[src/rtl/mem_access_ctrl_pkg.sv]
// Shared encodings for the data-RAM access controller: instruction types,
// funct3 width codes and FSM states.
package mem_access_ctrl_pkg;

    localparam logic [4:0] LTYPE = 5'b00000;
    localparam logic [4:0] STYPE = 5'b01000;

    localparam logic [2:0] LB3  = 3'd0;
    localparam logic [2:0] LH3  = 3'd1;
    localparam logic [2:0] LW3  = 3'd2;
    localparam logic [2:0] LBU3 = 3'd4;
    localparam logic [2:0] LHU3 = 3'd5;

    localparam logic [2:0] SB3 = 3'd0;
    localparam logic [2:0] SH3 = 3'd1;
    localparam logic [2:0] SW3 = 3'd2;

    typedef enum logic [1:0] {
        ST_IDLE  = 2'd0,
        ST_ISSUE = 2'd1,
        ST_RDATA = 2'd2,
        ST_DONE  = 2'd3
    } state_e;

endpackage

[src/rtl/mem_access_ctrl_load_align.sv]
// Load lane select and sign/zero extension; shared with the writeback path.
module mem_access_ctrl_load_align
    import mem_access_ctrl_pkg::*;
(
    input  logic [31:0] word_i,
    input  logic [1:0]  addr_lo_i,
    input  logic [2:0]  funct3_i,
    output logic [31:0] data_o
);

    logic [7:0]  byte_sel;
    logic [15:0] half_sel;

    // Halfwords look only at addr[1], so a misaligned addr[0] is ignored here.
    always_comb begin
        byte_sel = 8'(word_i >> {addr_lo_i, 3'b000});
        half_sel = addr_lo_i[1] ? word_i[31:16] : word_i[15:0];
        case (funct3_i)
            LB3:     data_o = {{24{byte_sel[7]}}, byte_sel};
            LBU3:    data_o = {24'd0, byte_sel};
            LH3:     data_o = {{16{half_sel[15]}}, half_sel};
            LHU3:    data_o = {16'd0, half_sel};
            LW3:     data_o = word_i;
            default: data_o = 32'd0;
        endcase
    end

endmodule

[src/rtl/mem_access_ctrl.sv]
// Shares the single-port data RAM between the fetch and load/store requesters.
// Define MEM_MISALIGN_TRAP_EN to reject misaligned halfword/word accesses instead of aligning them.
module mem_access_ctrl
    import mem_access_ctrl_pkg::*;
#(
    parameter int unsigned ADDR_W       = 16,
    parameter int unsigned STARVE_LIMIT = 4
) (
    input  logic              clk,
    input  logic              reset,
    input  logic              if_req,
    input  logic [31:0]       if_addr,
    output logic              if_ack,
    output logic [31:0]       if_rdata,
    input  logic              d_req,
    input  logic [4:0]        d_itype,
    input  logic [2:0]        d_funct3,
    input  logic [31:0]       d_addr,
    input  logic [31:0]       d_wdata,
    output logic              d_ack,
    output logic [31:0]       d_rdata,
    output logic              d_err,
    output logic [ADDR_W-1:0] ram_addr,
    output logic [31:0]       ram_wdata,
    output logic [3:0]        ram_be,
    output logic              ram_we,
    output logic              ram_re,
    input  logic [31:0]       ram_rdata
);

    localparam int unsigned CNT_W = $clog2(STARVE_LIMIT + 1);

    state_e              state_q, state_d;
    logic [CNT_W-1:0]    cnt_q, cnt_d;
    logic                fetch_q, fetch_d;
    logic [2:0]          f3_q, f3_d;
    logic [1:0]          alo_q, alo_d;
    logic                if_ack_q, if_ack_d, d_ack_q, d_ack_d, d_err_q, d_err_d;
    logic [31:0]         if_rdata_q, if_rdata_d, d_rdata_q, d_rdata_d;
    logic [ADDR_W-1:0]   ram_addr_q, ram_addr_d;
    logic [31:0]         ram_wdata_q, ram_wdata_d;
    logic [3:0]          ram_be_q, ram_be_d;
    logic                ram_we_q, ram_we_d, ram_re_q, ram_re_d;

    logic                grant_if_c, d_ok_c, d_misal_c;
    logic [3:0]          d_be_c;
    logic [31:0]         d_wdata_c, load_data_c;
    logic                unused_addr_bits;

    assign unused_addr_bits = ^{if_addr[1:0], if_addr[31:ADDR_W+2], d_addr[31:ADDR_W+2]};

    // Data wins unless fetch has waited through STARVE_LIMIT data grants.
    assign grant_if_c = if_req && (!d_req || (cnt_q == CNT_W'(STARVE_LIMIT)));

    always_comb begin
        d_ok_c    = 1'b0;
        d_misal_c = 1'b0;
        if (d_itype == LTYPE) begin
            d_ok_c = d_funct3 inside {LB3, LH3, LW3, LBU3, LHU3};
        end else if (d_itype == STYPE) begin
            d_ok_c = d_funct3 inside {SB3, SH3, SW3};
        end
`ifdef MEM_MISALIGN_TRAP_EN
        case (d_funct3[1:0])
            2'd1:    d_misal_c = d_addr[0];
            2'd2:    d_misal_c = |d_addr[1:0];
            default: d_misal_c = 1'b0;
        endcase
`endif
        case (d_funct3[1:0])
            2'd0: begin
                d_be_c    = 4'b0001 << d_addr[1:0];
                d_wdata_c = {4{d_wdata[7:0]}};
            end
            2'd1: begin
                d_be_c    = d_addr[1] ? 4'b1100 : 4'b0011;
                d_wdata_c = {2{d_wdata[15:0]}};
            end
            default: begin
                d_be_c    = 4'b1111;
                d_wdata_c = d_wdata;
            end
        endcase
    end

    mem_access_ctrl_load_align u_load_align (
        .word_i    (ram_rdata),
        .addr_lo_i (alo_q),
        .funct3_i  (f3_q),
        .data_o    (load_data_c)
    );

    always_comb begin
        state_d     = state_q;
        cnt_d       = cnt_q;
        fetch_d     = fetch_q;
        f3_d        = f3_q;
        alo_d       = alo_q;
        if_ack_d    = 1'b0;
        d_ack_d     = 1'b0;
        d_err_d     = d_err_q;
        if_rdata_d  = if_rdata_q;
        d_rdata_d   = d_rdata_q;
        ram_addr_d  = ram_addr_q;
        ram_wdata_d = ram_wdata_q;
        ram_be_d    = ram_be_q;
        ram_we_d    = 1'b0;
        ram_re_d    = 1'b0;
        case (state_q)
            ST_IDLE: begin
                if (grant_if_c) begin
                    cnt_d      = '0;
                    fetch_d    = 1'b1;
                    ram_addr_d = if_addr[ADDR_W+1:2];
                    ram_be_d   = 4'b1111;
                    ram_re_d   = 1'b1;
                    state_d    = ST_ISSUE;
                end else if (d_req) begin
                    if (if_req) cnt_d = cnt_q + CNT_W'(1);
                    fetch_d = 1'b0;
                    f3_d    = d_funct3;
                    alo_d   = d_addr[1:0];
                    if (!d_ok_c || d_misal_c) begin
                        d_ack_d   = 1'b1;
                        d_err_d   = 1'b1;
                        d_rdata_d = 32'd0;
                        state_d   = ST_DONE;
                    end else begin
                        ram_addr_d = d_addr[ADDR_W+1:2];
                        ram_be_d   = d_be_c;
                        if (d_itype == STYPE) begin
                            ram_wdata_d = d_wdata_c;
                            ram_we_d    = 1'b1;
                        end else begin
                            ram_re_d = 1'b1;
                        end
                        state_d = ST_ISSUE;
                    end
                end
            end
            ST_ISSUE: begin
                if (ram_we_q) begin
                    d_ack_d   = 1'b1;
                    d_err_d   = 1'b0;
                    d_rdata_d = 32'd0;
                    state_d   = ST_DONE;
                end else begin
                    state_d = ST_RDATA;
                end
            end
            ST_RDATA: begin
                if (fetch_q) begin
                    if_ack_d   = 1'b1;
                    if_rdata_d = ram_rdata;
                end else begin
                    d_ack_d   = 1'b1;
                    d_err_d   = 1'b0;
                    d_rdata_d = load_data_c;
                end
                state_d = ST_DONE;
            end
            default: state_d = ST_IDLE;
        endcase
    end

    always_ff @(posedge clk or negedge reset) begin
        if (!reset) begin
            state_q     <= ST_IDLE;
            cnt_q       <= '0;
            fetch_q     <= 1'b0;
            f3_q        <= 3'd0;
            alo_q       <= 2'd0;
            if_ack_q    <= 1'b0;
            d_ack_q     <= 1'b0;
            d_err_q     <= 1'b0;
            if_rdata_q  <= 32'd0;
            d_rdata_q   <= 32'd0;
            ram_addr_q  <= '0;
            ram_wdata_q <= 32'd0;
            ram_be_q    <= 4'd0;
            ram_we_q    <= 1'b0;
            ram_re_q    <= 1'b0;
        end else begin
            state_q     <= state_d;
            cnt_q       <= cnt_d;
            fetch_q     <= fetch_d;
            f3_q        <= f3_d;
            alo_q       <= alo_d;
            if_ack_q    <= if_ack_d;
            d_ack_q     <= d_ack_d;
            d_err_q     <= d_err_d;
            if_rdata_q  <= if_rdata_d;
            d_rdata_q   <= d_rdata_d;
            ram_addr_q  <= ram_addr_d;
            ram_wdata_q <= ram_wdata_d;
            ram_be_q    <= ram_be_d;
            ram_we_q    <= ram_we_d;
            ram_re_q    <= ram_re_d;
        end
    end

    assign if_ack    = if_ack_q;
    assign if_rdata  = if_rdata_q;
    assign d_ack     = d_ack_q;
    assign d_rdata   = d_rdata_q;
    assign d_err     = d_err_q;
    assign ram_addr  = ram_addr_q;
    assign ram_wdata = ram_wdata_q;
    assign ram_be    = ram_be_q;
    assign ram_we    = ram_we_q;
    assign ram_re    = ram_re_q;

endmodule

[config.mk]
export PLATFORM = sky130hd
export DESIGN_NAME = mem_access_ctrl
export DESIGN_NICKNAME = d
export VERILOG_FILES = /design/src/rtl/mem_access_ctrl_pkg.sv /design/src/rtl/mem_access_ctrl_load_align.sv /design/src/rtl/mem_access_ctrl.sv
export SDC_FILE = /design/constraint.sdc
export NUM_CORES = 1
export LEC_CHECK = 0
export BUFFER_PORTS_ARGS = -buffer_cell sky130_fd_sc_hd__buf_2
export CAP_MARGIN = 20
export CELL_PAD_IN_SITES_DETAIL_PLACEMENT = 1
export CELL_PAD_IN_SITES_GLOBAL_PLACEMENT = 1
export CORE_ASPECT_RATIO = 0.75
export CORE_MARGIN = 8
export CORE_UTILIZATION = 37
export CTS_CLUSTER_SIZE = 25
export DETAILED_ROUTE_END_ITERATION = 12
export HOLD_SLACK_MARGIN = 0.03
export PLACE_DENSITY = 0.89
export SKIP_LAST_GASP = 1
export SYNTH_ARGS = -nofsm -noshare
export SYNTH_HDL_FRONTEND = slang
export SYNTH_SLANG_ARGS = --single-unit
[constraint.sdc]
create_clock -name clk -period 2.48 [get_ports clk]
set_input_delay 0.496 -clock clk [delete_from_list [all_inputs] [get_ports clk]]
set_output_delay 0.496 -clock clk [all_outputs]
set_load 0.02 [all_outputs]
==> summary.txt, run 1 <==
STA
  – Slew margin rel.: between 20% and 30%
  – Min Tclk post-route: around 2.3 ns
  – Endpoints failing setup: 0
  – Final Max Slew Viols: 0
  – Fin Clk Skew: approximately 0.010 ns
  – Max Freq: roughly 440 MHz
  – Unrepaired setup endpoints after global routing: false
  – Slew @ Worst Pin: approximately 1.1 ns
  – TNS Setup: 0 ns
  – Period Utilization, post-route: between 90% and 100%
  – Final Hold Viols: 0
  – Final WS setup: around 0.19 ns

Setup path
  – CP Data Required Time: about 2.8 ns
  – Critical path class: reg -> reg
  – Worst r2r src: state_q[1]$_DFFE_PN0P_
  – R2r endpoint: d_rdata[5]$_DFFE_PN0P_
  – Crit. End Element: flop
  – Crit start category: flop
  – WP data arrival: around 2.6 ns
  – R2R depth: 7
  – Crit Path Max Fanout: 11
  – FF-to-FF setup slack: around 0.19 ns

Power
  – Pwr Density: ~1300 nW/um^2
  – Leakage: around 4.2 nW
  – Peak supply drop: 0.6491 mV
  – Total power: roughly 11 mW

Finish
  – Share of layout cells above drive strength 1: roughly 54%
  – Most common cell after layout, fill and taps aside: buf_2
  – Antenna cells: 0
  – Multi-input gate area: approximately 2900 um^2
  – Most frequent cells in the layout: 229 x buf_2, 132 x dfrtp_1, 124 x mux2_2, 45 x o21ai_0, 34 x nand2_1
  – Area growth syn-to-layout: 32.70%
  – Core Util, Final: between 40 and 50%
  – FILL cells: between 1500 and 2000
  – Register area: about 3300 um^2
  – Nets: 909

Yosys
  – Register bit total from synthesis: around 130
  – Post-Syn Nets: between 600 and 700
  – Post-synthesis area per instance: approximately 12 um^2
  – Unique masters post-synth: 45
  – Sequential element share of the synthesized area: 51.08%
  – Xor-xnor portion of the synthesized cell area: less than 1%
  – Complex-gate fraction of the synthesized area: 14.28%
  – Synth Area in Adders: under 10%
  – Area share of and/or/nand/nor cells after synthesis: roughly 5.6%
  – Area of the mapped netlist: between 6000 and 7000 um^2
  – YS warnings: 0
  – Mux cell area share after synthesis: 24.25%
  – Synthesized netlist cell count: between 500 and 600
  – Largest family of logic cells by synthesized area: multiplexers

Drt
  – Post-DRT Antenna Nets: 0
  – Via density: 5.251
  – Final wirelength: between 20 and 25 mm
  – Residual DRC: 0
  – Drt first pass iters: 5
  – Initial drt markers: 221
  – Drt wl/cell: 20.76 um
  – Detailed-route via count: 5346

GRT
  – Total grt overflow: 0
  – Tot GR Track Use: between 15 and 20%
  – Initial antenna violation count: 0
  – Largest net degree at the start of global routing: 58
  – Vias in the first global route: just under 6000
  – First-pass GRT wire length: around 33 mm

Worst hold path
  – Worst Hold Path EP: if_rdata[3]$_DFFE_PN0P_
  – HP Start: ram_rdata[3]
  – Hold Path Depth: 2
  – Worst Hold Class: in -> reg

CTS
  – Worst-skew pair later-pin latency: 0.42 ns
  – Post-CTS sizing: 0
  – Number of setup buffers added after CTS: 0
  – Sink Count: between 100 and 150
  – CTS Buf Count: 17
  – Maximum clock path buffer count: 2
  – CTS tree: done
  – CTS clk-pin slew, worst paths: ~0.060 ns
  – CTS HTree Levels: 4
  – CTS root buf: clkbuf_16

Place
  – I/O Buffers: 230
  – Hpwl dp: ~16 mm
  – Place WS: around 0.091 ns
  – RD Place Congestion: 0.7935

Floorplanning
  – I/O Pins: 261
  – Placement row count: 42
  – Initial core utilization: 37.17%
  – Core Box Area: 17390 um^2
  – Die ar.: ~22000 um^2
  – Die span in x: approximately 170 um
  – Die height: between 100 and 150 um

Outcome
  – Status: complete, no violations

Run
  – Max-cap check violation count: 0
metal layers:
metal	wire length, um	up-vias	global-route usage, %	part of all wire (%)
met4	389	0	6.702	1.8
met2	9587	205	29.48	45
met5	0	-	0	0
li1	-	2418	-	-
met1	9328	2694	25.20	44
met3	1825	29	7.265	8.6
state kept, by name, summed over array words and instances, names as in the netlist, 2 cells and up:
signal / flops
alo_q: 2
f3_q: 3
ram_be: 4
if_rdata: 32
ram_wdata: 32
d_rdata: 32
ram_addr: 16
cnt_q: 3
state_q: 2
critical path, stage by stage (launching register included):
cell and delay, ns:
dfrtp_1 0.41, inv_1 0.10, ha_1 0.37, mux2_2 0.25, o2111ai_4 0.15, or2_1 0.39
buf_4 0.24, o31ai_1 0.28
cells in the mapped netlist, drive strengths merged:
cell type	n	share of area, %
a21bo	1	0.15
nand2b	3	0.29
mux2i	16	2.5
a21o	9	1.0
ha	6	1.2
o2111ai	1	0.41
a22oi	1	0.19
and2	1	0.097
o311a	1	0.15
a221oi	7	0.95
nor2b	5	0.48
a31oi	2	0.19
and4	1	0.14
nor3	10	0.85
o31ai	10	1.2
a21boi	1	0.29
nand3	5	0.39
inv	8	0.46
o21a	2	0.23
nor2	7	0.41
o21ai	48	3.7
o211ai	23	2.7
nand3b	1	0.12
nand2	36	2.2
nor4	2	0.43
mux2	125	22
a222oi	1	0.15
nor3b	1	0.12
a21oi	2	0.15
a211oi	2	0.23
or2	1	0.097
o32ai	1	0.14
a22o	18	2.4
buf	22	2.2
dfrtp	132	51
xor2	1	0.14
clkbuf	14	0.81
metrics by stage:
step | std cells | cell area, um^2 | hold slack [ns]
after floorplan | 527 | 6466 | 0.2004
after global placement | 985 | 7941 | 0.4093
after detailed placement | 985 | 7941 | 0.4105
after CTS | 1018 | 8581 | 0.3146
after global routing | 1018 | 8581 | 0.3232
final | 1018 | 8581 | 0.3326
worst max path at each step:
| stage | startpoint | endpoint | cells after the start |
|---|---|---|---|
| after global routing | state_q[0]$_DFFE_PN0P_ | d_rdata[5]$_DFFE_PN0P_ | 7 |
| after detailed placement | state_q[1]$_DFFE_PN0P_ | d_rdata[19]$_DFFE_PN0P_ | 6 |
| after floorplan | state_q[0]$_DFFE_PN0P_ | d_rdata[22]$_DFFE_PN0P_ | 9 |
| final | state_q[1]$_DFFE_PN0P_ | d_rdata[5]$_DFFE_PN0P_ | 7 |
| after CTS | state_q[1]$_DFFE_PN0P_ | d_rdata[21]$_DFFE_PN0P_ | 6 |
| after global placement | state_q[0]$_DFFE_PN0P_ | d_rdata[27]$_DFFE_PN0P_ | 6 |
cell families (layout without fill, tap and decap cells):
group,count (synthesis),in the layout
muxes,141,141
DFF,132,132
AOI/OAI and AO/OA,130,130
and+or+nand+nor,73,73
buffers and inverters,44,293
adders and majority gates,6,6
xor gates and xnor gates,1,1
cell type report:
class	count	area share (%)
clock buffers	21	5.599
multi-input cells	351	34.32
clock inverters	11	1.735
repair buffers	253	15.97
flip-flops and latches	132	38.50
well taps	242	3.529
inverters	8	0.3500
report_power, final:
part	internal [mW]	switching, mW	total (mW)
sequential	2.94	0.537	3.48
combinational	1.89	2.87	4.76
clock	1.69	0.992	2.68
what timing repair did:
item | CTS | global route
hold buffers | 1 | 0
endpoints found under the hold margin | 30 | 0
setup endpoints to repair | 0 | 16
Note: power is estimated with default switching activity, not from simulation.
==> run 2, diff against run 1 <==
CELL_PAD_IN_SITES_DETAIL_PLACEMENT = default   (was 1)
CELL_PAD_IN_SITES_GLOBAL_PLACEMENT = default   (was 1)
CORE_ASPECT_RATIO = 0.8   (was 0.75)
CORE_UTILIZATION = 45   (was 37)
PLACE_DENSITY = 0.75   (was 0.89)
==> run 2 against run 1 <==
Compared with the run above: design area shrank 1.1%; sequential power is essentially flat; die area shrank 16%.
==> summary.txt, run 2 (synthesis gave the netlist of run 1 again) <==
Finish
  – Register area: 3303 um^2 (unchanged)
  – Multi-input gate area: 2945 um^2 (unchanged)
  – FILL cells: 1160 (was 1908)
  – Share of layout cells above drive strength 1: 53.42% (was 53.74%)
  – Area growth syn-to-layout: 31.25% (was 32.70%)
  – Post-Layout Inst Area: 8487 um^2 (was 8581 um^2)
  – Nets: 908 (was 909)
  – Most common cell after layout, fill and taps aside: buf_2 (unchanged)
  – Most frequent cells in the layout: 229 x buf_2, 132 x dfrtp_1, 124 x mux2_2, 45 x o21ai_0, 34 x nand2_1 (unchanged)

STA
  – Unrepaired setup endpoints after global routing: false (unchanged)
  – Fin Clk Skew: 0.01075 ns (was 0.01033 ns)
  – Max Freq: 452.4 MHz (was 436.9 MHz)
  – Period Utilization, post-route: 89.13% (was 92.29%)
  – Final Max Slew Viols: 0 (unchanged)
  – Min Tclk post-route: 2.210 ns (was 2.289 ns)
  – Final Hold Viols: 0 (unchanged)
  – Slew margin rel.: 38.98% (was 28.75%)
  – TNS Setup: 0 ns (unchanged)
  – Endpoints failing setup: 0 (unchanged)
  – Slew @ Worst Pin: 0.9135 ns (was 1.066 ns)

GRT
  – Initial antenna violation count: 1 (was 0)
  – First-pass GRT wire length: 29.97 mm (was 33.09 mm)
  – Tot GR Track Use: 20.83% (was 19.41%)
  – Largest net degree at the start of global routing: 55 (was 58)
  – Total grt overflow: 0 (unchanged)
  – Vias in the first global route: 5666 (was 5809)

Drt
  – Via density: 5.570 (was 5.251)
  – Initial drt markers: 288 (was 221)
  – Final wirelength: 19.26 mm (was 21.13 mm)
  – WL met1: 7.632 mm (was 9.328 mm)
  – Detailed-route via count: 5353 (was 5346)
  – Max layer used: met4 (unchanged)
  – Residual DRC: 0 (unchanged)
  – Met3 wire len: 2.028 mm (was 1.825 mm)
  – Met2 Routed Length: 9.186 mm (was 9.587 mm)
  – Drt first pass iters: 5 (unchanged)
  – Drt wl/cell: 20.04 um (was 20.76 um)
  – Post-DRT Antenna Nets: 0 (unchanged)

Setup path
  – Crit start category: flop (unchanged)
  – WP data arrival: 2.51 ns (was 2.61 ns)
  – Crit. End Element: flop (unchanged)
  – Critical path class: reg -> reg (unchanged)
  – Crit Path Max Fanout: 15 (was 11)
  – CP Data Required Time: 2.78 ns (was 2.80 ns)
  – Worst r2r src: state_q[0]$_DFFE_PN0P_ (was state_q[1]$_DFFE_PN0P_)
  – Origin of the worst setup path: state_q[0]$_DFFE_PN0P_ (was state_q[1]$_DFFE_PN0P_)

CTS
  – Sink Count: 132 (unchanged)
  – CTS Hold Buffers Added: 0 (was 1)
  – CTS Buf Count: 17 (unchanged)
  – CTS clk-pin slew, worst paths: 0.06 ns (about the same)
  – Maximum clock path buffer count: 2 (unchanged)
  – CTS root buf: clkbuf_16 (unchanged)
  – CTS tree: done (unchanged)
  – Worst-skew pair later-pin latency: 0.41 ns (was 0.42 ns)
  – CTS HTree Levels: 4 (unchanged)

Floorplanning
  – Die height: 123.2 um (was 130.5 um)
  – I/O Pins: 261 (unchanged)
  – Die span in x: 150.0 um (was 168.7 um)
  – Placement row count: 39 (was 42)
  – Die ar.: 18480 um^2 (was 22010 um^2)
  – Initial core utilization: 45.69% (was 37.17%)
  – Core Box Area: 14150 um^2 (was 17390 um^2)

Power
  – Pint: 6.457 mW (was 6.525 mW)
  – Comb pwr share: 44.0% (was 43.6%)
  – Switching Share: 39.62% (was 40.27%)
  – Power share of the sequential group: 32.8% (was 31.9%)
  – Peak supply drop: 0.6821 mV (was 0.6491 mV)
  – Net load switching power: 4.236 mW (was 4.399 mW)
  – Pwr Density: 1260 nW/um^2 (was 1273 nW/um^2)
  – Clock Power Share: 23.3% (was 24.6%)
  – Leakage: 4.221 nW (was 4.231 nW)

Place
  – Area after DPL: 7861 um^2 (was 7941 um^2)
  – RD Place Congestion: 0.8426 (was 0.7935)
  – Hpwl dp: 14.87 mm (was 15.98 mm)
  – I/O Buffers: 230 (unchanged)

Run
  – Max-cap check violation count: 0 (unchanged)

Outcome
  – Status: complete, no violations (unchanged)

Worst hold path
  – Worst Hold Class: in -> async (was in -> reg)
[run 2: changes by cell type in the layout (fill, tap and decap cells not counted), sizes merged]
cell / delta
dlygate4sd3: -1
clkinvlp: -2
diode: +2
clkbuf: +4
bufinv: -1
inv: -1
[run 2: per-stage QoR]
stage                     util, %  cells  hold WS, ns  setup slack (ns)  power (mW)
after global routing        59.96    960      0.05641           0.08535       11.31
after detailed placement    55.55    926       0.4865            0.1461       8.210
after floorplan                 -    527       0.2004            0.4603       6.675
final                       59.97    961      0.03802            0.2696       10.69
after CTS                   59.80    958      0.04116            0.1282       10.75
after global placement      55.55    926       0.4653            0.2464       8.017
[run 2: path summary, 6_finish.rpt]
| check | to | slack (ns) | cells past startpoint |
|---|---|---|---|
| max | d_rdata[0]$_DFFE_PN0P_ | 0.27 | 7 |
| min | d_rdata[7]$_DFFE_PN0P_ | 0.04 | 1 |
| max reg2reg | d_rdata[0]$_DFFE_PN0P_ | 0.27 | 7 |
| min reg2reg | ram_wdata[23]$_DFFE_PN0P_ | 0.50 | 1 |
| max in group asynchronous | ram_addr[7]$_DFFE_PN0P_ | 1.79 | 2 |
| min in group clk | if_rdata[0]$_DFFE_PN0P_ | 0.34 | 2 |
[run 2: layout make-up]
class,count,share of cell area [%]
inverter,8,0.3538
timing repair buffer,252,16.17
antenna,2,0.05897
sequential,132,38.92
clock inverter,7,1.120
clock buffer,25,5.956
multi-input combinational,351,34.70
tap,184,2.713
[run 2: what timing repair did]
item | 4_1_cts | 5_1_grt
endpoints found under the setup margin | 0 | 16
setup buffers | 0 | 1
resized for setup | 0 | 0
[run 2: power by group through the flow]
stage	combinational, mW	clock [mW]	sequential, mW
2_1_floorplan	2.42	0	4.26
3_3_place_gp	4.57	0	3.44
3_5_place_dp	4.69	0	3.52
4_1_cts	4.71	2.54	3.50
5_1_grt	5.06	2.64	3.61
6_report	4.70	2.49	3.50
[run 2: per-layer routing]
metal / track usage [%] / up-vias
met3: 8.669 / 26
met2: 33.09 / 227
met4: 7.913 / 0
li1: - / 2445
met1: 25.03 / 2655
met5: 0 / -
[run 2: critical path, stage by stage, from the launching register on]
cell and delay [ns]:
dfrtp_1 0.41, inv_1 0.09, ha_1 0.33, nand2_1 0.29, o2111ai_4 0.17, or2_1 0.31, buf_4 0.21, o31ai_1 0.29
==> run 3, diff against run 2 <==
BUFFER_PORTS_ARGS = default   (was -buffer_cell sky130_fd_sc_hd__buf_2)
DONT_BUFFER_PORTS = 1   (was default)
PLACE_DENSITY = default   (was 0.75)
==> run 3 against run 2 <==
Compared with the run above: the run now ends with hold timing left; power decreased by 7.7%; count of clock-buffer cells in the layout decreased by 3; sequential share of layout area increased by 6.7 points; via count decreased by 19%; maximum frequency increased by 1.4%; sequential power increased by 29%; first-iteration DRC count decreased by 32%; utilization decreased by 8.8 points; worst setup slack improved by 0.030 ns; combinational power decreased by 40%; critical endpoint is now ram_addr[7]$_DFFE_PN0P_.
==> summary.txt, run 3 (synthesis gave the netlist of run 1 again) <==
Setup path
  – R2R depth: 7 (unchanged)
  – Max incr delay on CP: 0.41 ns (about the same)
  – Worst r2r src: cnt_q[0]$_DFFE_PN0P_ (was state_q[0]$_DFFE_PN0P_)
  – WP data arrival: 2.48 ns (was 2.51 ns)
  – R2r endpoint: ram_addr[7]$_DFFE_PN0P_ (was d_rdata[0]$_DFFE_PN0P_)
  – Critical path class: reg -> reg (unchanged)
  – Slowest CP cell: dfrtp_1 (unchanged)
  – Crit-path cells: inv_1, ha_1, a21bo_2, nand2_2, a21oi_2, buf_4, mux2_2 (was inv_1, ha_1, nand2_1, o2111ai_4, or2_1, buf_4, o31ai_1)
  – Crit start category: flop (unchanged)
  – Crit. End Element: flop (unchanged)
  – Crit Path Max Fanout: 20 (was 15)
  – CP Data Required Time: 2.78 ns (about the same)
  – FF-to-FF setup slack: 0.30 ns (was 0.27 ns)

GRT
  – Most Crowded Layer GR: met2 (unchanged)
  – Total grt overflow: 0 (unchanged)
  – Grt met2 use: 30.34% (was 33.09%)
  – Tot GR Track Use: 19.03% (was 20.83%)
  – First-pass GRT wire length: 27.03 mm (was 29.97 mm)
  – Met3 Usage GRT: 10.35% (was 8.669%)
  – Initial antenna violation count: 0 (was 1)
  – Met1 usage: 21.92% (was 25.03%)
  – Largest net degree at the start of global routing: 133 (was 55)
  – Vias in the first global route: 4609 (was 5666)

CTS
  – CTS HTree Levels: 4 (unchanged)
  – CTS Buf Count: 17 (unchanged)
  – CTS root buf: clkbuf_16 (unchanged)
  – Worst-skew pair later-pin latency: 0.42 ns (was 0.41 ns)
  – Sink Count: 132 (unchanged)
  – Maximum clock path buffer count: 2 (unchanged)
  – CTS clk-pin slew, worst paths: 0.06 ns (about the same)
  – CTS tree: done (unchanged)

Power
  – Peak supply drop: 0.6903 mV (was 0.6821 mV)
  – Leakage: 3.165 nW (was 4.221 nW)
  – Total power: 9.869 mW (was 10.69 mW)
  – Pwr Density: 1363 nW/um^2 (was 1260 nW/um^2)

Finish
  – Most common cell after layout, fill and taps aside: dfrtp_1 (was buf_2)
  – Antenna cells: 0 (was 2)
  – Register area: 3303 um^2 (unchanged)
  – Area growth syn-to-layout: 12.02% (was 31.25%)
  – Non-filler cells, final: 722 (was 961)
  – Most frequent cells in the layout: 132 x dfrtp_1, 124 x mux2_2, 45 x o21ai_0, 34 x nand2_1, 23 x o211ai_1 (was 229 x buf_2, 132 x dfrtp_1, 124 x mux2_2, 45 x o21ai_0, 34 x nand2_1)
  – Core Util, Final: 51.18% (was 59.97%)
  – Share of layout cells above drive strength 1: 33.09% (was 53.42%)
  – Multi-input gate area: 2948 um^2 (was 2945 um^2)
  – Nets: 671 (was 908)
  – FILL cells: 1291 (was 1160)

STA
  – Slew @ Worst Pin: 1.011 ns (was 0.9135 ns)
  – Fin Clk Skew: 0.01158 ns (was 0.01075 ns)
  – Final WS setup: 0.2999 ns (was 0.2696 ns)
  – Endpoints failing setup: 0 (unchanged)
  – Final Max Slew Viols: 0 (unchanged)
  – Max Freq: 458.7 MHz (was 452.4 MHz)
  – Hold Worst Slack: -0.2203 ns (was 0.03802 ns)
  – Slew margin rel.: 32.48% (was 38.98%)
  – TNS Setup: 0 ns (unchanged)
  – Final Hold Viols: 132 (was 0)
  – Unrepaired setup endpoints after global routing: false (unchanged)
  – Period Utilization, post-route: 87.91% (was 89.13%)
  – Min Tclk post-route: 2.180 ns (was 2.210 ns)

Drt
  – Post-DRT Antenna Nets: 0 (unchanged)
  – Drt wl/cell: 24.37 um (was 20.04 um)
  – Residual DRC: 0 (unchanged)
  – Detailed-route via count: 4311 (was 5353)
  – Drt first pass iters: 4 (was 5)
  – Via density: 5.971 (was 5.570)
  – Initial drt markers: 195 (was 288)
  – Final wirelength: 17.60 mm (was 19.26 mm)

Run
  – Max-cap check violation count: 0 (unchanged)

Floorplanning
  – Placement row count: 39 (unchanged)
  – Initial core utilization: 45.69% (unchanged)
  – Core Box Area: 14150 um^2 (unchanged)
  – Die height: 123.2 um (unchanged)
  – Die span in x: 150.0 um (unchanged)
  – I/O Pins: 261 (unchanged)
  – Die ar.: 18480 um^2 (unchanged)

Outcome
  – Status: finished, violations left (was complete, no violations)
  – Failing checks: hold timing

Place
  – I/O Buffers: 0 (was 230)
  – Hpwl dp: 12.97 mm (was 14.87 mm)
  – Place WS: 0.1355 ns (was 0.1461 ns)
  – Placed cells: 689 (was 926)
  – RD Place Congestion: 0.7874 (was 0.8426)

Worst hold path
  – Worst Hold Class: in -> async (unchanged)
==> run 3: changes by cell type in the layout (fill, tap and decap cells not counted), moves of 2 or more <==
cell,previous run,this run
clkinv_2,2,5
clkbuf_8,5,2
clkinv_4,2,0
buf_2,229,0
buf_12,4,2
diode_2,2,0
buf_4,18,13
==> run 3: per-stage QoR <==
| stage | instance area (um^2) | hold slack [ns] |
|---|---|---|
| detailed placement | 6626 | 0.2050 |
| CTS | 7221 | -0.2404 |
| global route | 7243 | -0.2477 |
| floorplan | 6466 | 0.2004 |
| finish | 7243 | -0.2203 |
| global placement | 6626 | 0.2052 |
==> run 3: area by class of cell <==
type                    count  share of cell area, %
clock inverters            10                  1.797
repair buffers             15                  1.900
clock buffers              22                  6.409
inverters                   8                 0.4146
flip-flops and latches    132                  45.60
well taps                 184                  3.178
multi-input cells         351                  40.70
==> run 3: metal layers <==
layer | routed length [um] | part of all wire (%)
met5 | 0 | 0
met4 | 242 | 1.4
met3 | 2076 | 12
met2 | 8463 | 48
met1 | 6816 | 39
==> run 3: power breakdown <==
| group | total, mW | switching [mW] | internal [mW] |
|---|---|---|---|
| Sequential | 4.53 | 1.58 | 2.95 |
| Combinational | 2.82 | 1.46 | 1.36 |
| Clock | 2.52 | 0.897 | 1.62 |
==> run 3: critical path, delay by kind of cell (launching register included) <==
kind / cells / cell delay, ns
AO/OA/AOI/OAI: 2 / 0.41
adder cells (fa/ha/maj): 1 / 0.23
buffers and inverters: 2 / 0.36
multiplexers: 1 / 0.38
AND/OR/NAND/NOR: 1 / 0.27
flip-flops: 1 / 0.41
==> run 3: worst max path at each step <==
stage                           startpoint                      end  slack (ns)  cells after the start
floorplan           state_q[0]$_DFFE_PN0P_  d_rdata[22]$_DFFE_PN0P_        0.46                      9
global placement    state_q[0]$_DFFE_PN0P_  d_rdata[25]$_DFFE_PN0P_        0.20                      6
detailed placement  state_q[0]$_DFFE_PN0P_  d_rdata[28]$_DFFE_PN0P_        0.14                      6
CTS                 state_q[0]$_DFFE_PN0P_  d_rdata[28]$_DFFE_PN0P_        0.11                      6
global route          cnt_q[0]$_DFFE_PN0P_  ram_addr[3]$_DFFE_PN0P_        0.10                      7
finish                cnt_q[0]$_DFFE_PN0P_  ram_addr[7]$_DFFE_PN0P_        0.30                      7
==> run 3: repair_timing <==
action                                 4_1_cts  5_1_grt
endpoints found under the hold margin      132      132
resized for setup                            0        1
setup endpoints to repair                    0       16
buffers inserted                             0        1
